<file path="config.mk">
export PLATFORM = sky130hd
export DESIGN_NAME = bus_arb
export DESIGN_NICKNAME = d
export VERILOG_FILES = /design/src/rtl/bus_arb_pkg.sv /design/src/rtl/bus_arb_pick.sv /design/src/rtl/bus_arb.sv
export SDC_FILE = /design/constraint.sdc
export NUM_CORES = 1
export LEC_CHECK = 0
export CAP_MARGIN = 10
export CORE_AREA = 2 2 151 153
export DETAILED_ROUTE_END_ITERATION = 6
export DIE_AREA = 0 0 153 155
export PLACE_DENSITY = 0.57
export SYNTH_ARGS = -nofsm -noshare
export SYNTH_HDL_FRONTEND = slang
export SYNTH_SLANG_ARGS = --single-unit
export TNS_END_PERCENT = 30
</file>
<file path="constraint.sdc">
create_clock -name clk -period 3.5 [get_ports clk]
set_input_delay 0.7 -clock clk [delete_from_list [all_inputs] [get_ports clk]]
set_output_delay 0.7 -clock clk [all_outputs]
set_load 0.03 [all_outputs]
</file>
<file path="src/rtl/bus_arb_pkg.sv">
// Shared types and helpers for the KS10 backplane bus arbiter.
package bus_arb_pkg;

    // Arbiter FSM states; IDLE must stay the all-zero encoding so reset lands there.
    typedef enum logic [1:0] {
        IDLE    = 2'd0,
        BUSY    = 2'd1,
        RELEASE = 2'd2
    } arbState_t;

    // Width of one KS10 word (address+flags or data).
    localparam int WORD = 36;

    // Largest supported master count and the index width that covers it.
    localparam int MAXREQ = 8;
    localparam int IDXW   = 3;

    // Expand a master index into a one-hot vector; callers truncate to NREQ bits.
    function automatic logic [MAXREQ-1:0] onehot(input logic [IDXW-1:0] idx);
        logic [MAXREQ-1:0] vec;
        vec = '0;
        vec[idx] = 1'b1;
        return vec;
    endfunction

endpackage

</file>
<file path="src/rtl/bus_arb_pick.sv">
// Combinational winner picker: fixed priority (lowest index wins) or
// round-robin starting one past the last owner, with wrap-around.
module bus_arb_pick #(
    parameter int NREQ   = 4,
    parameter int IW     = 2,
    parameter int RROBIN = 0
) (
    input  logic [NREQ-1:0] reqI,
    input  logic [IW-1:0]   lastI,
    output logic [IW-1:0]   winnerO,
    output logic            validO
);

    // Walk the candidates in priority order and keep the first requester found.
    always_comb begin : pickSearch
        int cand;
        cand    = 0;
        winnerO = '0;
        validO  = 1'b0;
        for (int i = 0; i < NREQ; i++) begin
            if (RROBIN != 0) begin
                cand = (int'(lastI) + 1 + i) % NREQ;
            end else begin
                cand = i;
            end
            if (!validO && reqI[IW'(cand)]) begin
                validO  = 1'b1;
                winnerO = IW'(cand);
            end
        end
    end

endmodule

</file>
<file path="src/rtl/bus_arb.sv">
// KS10 backplane bus arbiter: grants one master at a time, forwards its
// address/data to the bus, waits for the slave acknowledge (or a watchdog
// expiry) and returns a completion pulse to the owner.
//
// Handshake: a master raises reqI[m] and holds it, with addrI/dataI slice m
// stable, until it sees a one-cycle ackO[m]. The word is captured at grant,
// so the master may change its slices once gntO[m] is high. nxmO[m] only
// ever accompanies ackO[m] and marks a cycle that no slave answered.
// On the bus side busREQO is held for the whole transaction and the first
// busACKI seen during BUSY completes it; busACKI outside BUSY is ignored.
module bus_arb
    import bus_arb_pkg::*;
#(
    parameter int NREQ    = 4,
    parameter int TIMEOUT = 127,
    parameter int RROBIN  = 0
) (
    input  logic                 clk,
    input  logic                 rst,
    input  logic [NREQ-1:0]      reqI,
    input  logic [NREQ*WORD-1:0] addrI,
    input  logic [NREQ*WORD-1:0] dataI,
    output logic [NREQ-1:0]      ackO,
    output logic [NREQ-1:0]      nxmO,
    output logic [NREQ-1:0]      gntO,
    output logic                 busREQO,
    output logic [WORD-1:0]      busADDRO,
    output logic [WORD-1:0]      busDATAO,
    input  logic                 busACKI,
    output logic                 busyO,
    output arbState_t            stateO
);

    localparam int IW = $clog2(NREQ);
    localparam int TW = $clog2(TIMEOUT + 1);

    arbState_t       state;
    arbState_t       nextState;
    logic [IW-1:0]   pickIdx;
    logic            pickValid;
    logic [IW-1:0]   ownerIdx;
    logic [IW-1:0]   lastOwner;
    logic [TW-1:0]   timer;
    logic [NREQ-1:0] pickOh;
    logic [NREQ-1:0] ownerOh;
    logic            timerDone;

    // Priority / wrap-around search lives in its own block so it can be
    // exercised on its own.
    bus_arb_pick #(
        .NREQ   (NREQ),
        .IW     (IW),
        .RROBIN (RROBIN)
    ) uPick (
        .reqI    (reqI),
        .lastI   (lastOwner),
        .winnerO (pickIdx),
        .validO  (pickValid)
    );

    assign pickOh    = NREQ'(onehot(IDXW'(pickIdx)));
    assign ownerOh   = NREQ'(onehot(IDXW'(ownerIdx)));
    assign timerDone = (timer == '0);
    assign stateO    = state;

    // State register; reset abandons any cycle in flight.
    always_ff @(posedge clk or posedge rst) begin
        if (rst) begin
            state <= IDLE;
        end else begin
            state <= nextState;
        end
    end

    // Next-state decode: ack beats watchdog expiry, RELEASE lasts one cycle.
    always_comb begin
        nextState = state;
        busyO     = (state != IDLE);
        case (state)
            IDLE: begin
                if (pickValid) begin
                    nextState = BUSY;
                end
            end
            BUSY: begin
                if (busACKI || timerDone) begin
                    nextState = RELEASE;
                end
            end
            RELEASE: begin
                nextState = IDLE;
            end
            default: begin
                nextState = IDLE;
            end
        endcase
    end

    // Grant, bus word latches, watchdog timer and completion pulses.
    always_ff @(posedge clk or posedge rst) begin
        if (rst) begin
            gntO      <= '0;
            ackO      <= '0;
            nxmO      <= '0;
            busREQO   <= 1'b0;
            busADDRO  <= '0;
            busDATAO  <= '0;
            timer     <= '0;
            ownerIdx  <= '0;
            lastOwner <= IW'(NREQ - 1);
        end else begin
            ackO <= '0;
            nxmO <= '0;
            case (state)
                IDLE: begin
                    if (pickValid) begin
                        gntO     <= pickOh;
                        ownerIdx <= pickIdx;
                        busADDRO <= addrI[WORD*pickIdx +: WORD];
                        busDATAO <= dataI[WORD*pickIdx +: WORD];
                        busREQO  <= 1'b1;
                        timer    <= TW'(TIMEOUT);
                    end
                end
                BUSY: begin
                    if (busACKI) begin
                        ackO    <= ownerOh;
                        gntO    <= '0;
                        busREQO <= 1'b0;
                    end else if (timerDone) begin
                        ackO    <= ownerOh;
                        nxmO    <= ownerOh;
                        gntO    <= '0;
                        busREQO <= 1'b0;
                    end else begin
                        timer <= timer - TW'(1);
                    end
                end
                RELEASE: begin
                    lastOwner <= ownerIdx;
                end
                default: begin
                    gntO    <= '0;
                    busREQO <= 1'b0;
                end
            endcase
        end
    end

endmodule

</file>
==> results.ini <==
[critical_path]
path_class = reg -> out
critPathLaunch = stateO[0]
crit_buf_inv = 2
cp_num_cells = 3
path_cells = nor2_4 -> inv_1 -> clkdlybuf4s50_1
required_ps = 2800
crit_family = buffers and inverters
crit_arrival_ps = 1760
reg2reg_to = busDATAO[20]
worst_setup_path_end_kind = primary output
critPathMaxFanout = 8
crit_end = busyO
rr_worst_depth = 4
slowest_stage = clkdlybuf4s50_1
cp-start-kind = flip-flop
ff2ff_setup_slack_ps = 1650
timing.rr.start = stateO[0]
slowest_delay_ps = 710

[floorplan]
ios = 383
dieArea_um2 = 23700
coreArea_um2 = 22200
die_height_um = 155
die_x_um = 153
initial_core_util = 0.194
rows = 55

[yosys]
yosysTopAreaCell = dfrtp_1
async_flop_share = 1.00
yosysWarnings = 0
synth_cell_type_count = 35
ys_ff_latch = 89
synth_edf_count = 0
yosysMostFrequentCell = a21oi_1
synthCells = 408
synth_common_cells = 154 x a21oi_1, 89 x dfrtp_1, 76 x mux2i_1
synth_top_area_frac = 0.517
synthTopCellsByArea = dfrtp_1 52%, a21oi_1 18%, mux2i_1 18%, buf_2 1.9%, clkbuf_1 1.4%
synth.avg_cell_area_um2 = 10.6
syn_area_um2 = 4310
synth_flop_cell = dfrtp_1
ys_seq_area_frac = 0.517

[clocking]
clockBufferDepth = 2
cts_max_level = 3
cts_tree = done
insertion_delay_ps = 340
cts_root_buffer = clkbuf_16
numCtsBuffers = 9
clock-sinks = 89
cts_hold_buf = 0
post-cts-setup-buffers = 0
path_clk_slew_ps = 60
cts-resized-gates = 0

[job]
drv_cap = 0

[grt]
antenna_found_initial = 0
grt_pass1_wl_um = 21900
grt_max_degree = 79
gr-total-overflow = 0
grt_pass1_vias = 3956
grtUsageTotal = 0.117

[worst_hold_path]
min_path_type = reg -> reg

[sta]
max_freq_mhz = 407
setup_tns_ps = 0
maxSlewHeadroom = 0.369
finClkSkew_ps = 5.54
rsz0062_at_grt = no
setup_ws_ps = 1040
post-route-min-period_ps = 2460
period_share = 0.702
setup-violations-final = 0
worst_pin_slew_ps = 946
finalHoldViolCount = 0
drv_slew = 0

[cells_and_area]
layout.nets = 919
layout-drive-gt1-share = 0.0558
n_antenna_cell = 0
seqCellArea_um2 = 2230
post-route-util = 0.327
fillers = 2303
multi_input_area_um2 = 1880
syn_to_final_growth_pct = 68.4

[placement]
portBuffers = 230
post-place-ws_ps = 888
dp_hpwl_um = 9590
place_congestion = 0.719

[power]
p_total_uw = 6090
p_per_area_nw_per_um2 = 840
ir_drop_uv = 299
leakage_uw = 0.00280

[drt]
vias_per_cell = 4.30
first_pass_iters = 6
first_iter_violations = 98
ant_nets = 0
vias = 3918
drc = 0
wire_per_inst_um = 15.4
drt_wl_total_um = 14000

[run_status]
status = finished, final reports clean

## how the worst min path moves through the flow
stage,startpoint,to,slack (ps),cells after the start
2_1_floorplan,ownerIdx[0],nxmO[0],460,1
3_3_place_gp,gntO[1],gntO[1],490,1
3_5_place_dp,gntO[1],gntO[1],500,1
4_1_cts,gntO[1],gntO[1],520,1
5_1_grt,gntO[1],gntO[1],530,1
6_report,gntO[1],gntO[1],510,1
## placed cells by master, fill, tap and decap left out, types with 3 or more instances in the layout
cell type / netlist / layout
inv_1: 6 / 5
clkdlybuf4s50_1: 0 / 230
bufinv_16: 0 / 4
conb_1: 1 / 6
a21o_1: 3 / 3
nor2_1: 4 / 4
buf_4: 6 / 6
a21oi_1: 154 / 154
clkbuf_16: 0 / 9
mux2i_1: 76 / 76
nor2b_1: 5 / 4
dfrtp_1: 89 / 89
## area by class of cell
| type | instances | area share |
|---|---|---|
| repair buffers | 238 | 0.329 |
| flip-flops and latches | 89 | 0.307 |
| multi-input cells | 278 | 0.260 |
| well taps | 285 | 0.0491 |
| clock buffers | 11 | 0.0348 |
| clock inverters | 5 | 0.0172 |
| inverters | 6 | 0.00345 |
## kinds of logic (layout without fill, tap and decap cells)
logic type,count (synthesis),count (layout),share of synthesized area
AOI/OAI and AO/OA,166,166,0.204
adders and majority gates,2,2,0.00580
buffers and inverters,46,260,0.0534
DFF,89,89,0.517
muxes,76,76,0.176
other,1,6,0.000870
and+or+nand+nor,28,28,0.0424
## state kept, by name, indices dropped and copies added, names as in the netlist, 2 cells and up
register,cells
timer,7
nxmO,2
ackO,2
stateO,2
gntO,2
busADDRO,36
busDATAO,36
## routing by layer
layer / share of wire / vias to the layer above / global-route usage
li1: - / 1893 / -
met1: 0.42 / 1875 / 0.140
met2: 0.49 / 140 / 0.198
met3: 0.081 / 10 / 0.0462
met4: 0.010 / 0 / 0.0304
met5: 0 / - / 0
## where the power goes
part	leakage [uW]	internal (uW)	switching, uW
clock	0.000186	808	417
combinational	0.00164	1250	1860
sequential	0.000984	1490	279
total	0.00280	3540	2550
## stage by stage
step / instances / hold WS (ps) / cell area [um^2]
finish: 912 / 513 / 7260
global route: 912 / 532 / 7260
CTS: 912 / 516 / 7260
detailed placement: 896 / 502 / 6880
global placement: 896 / 490 / 6880
floorplan: 413 / 463 / 4330
(Power assumes the default switching activity.)
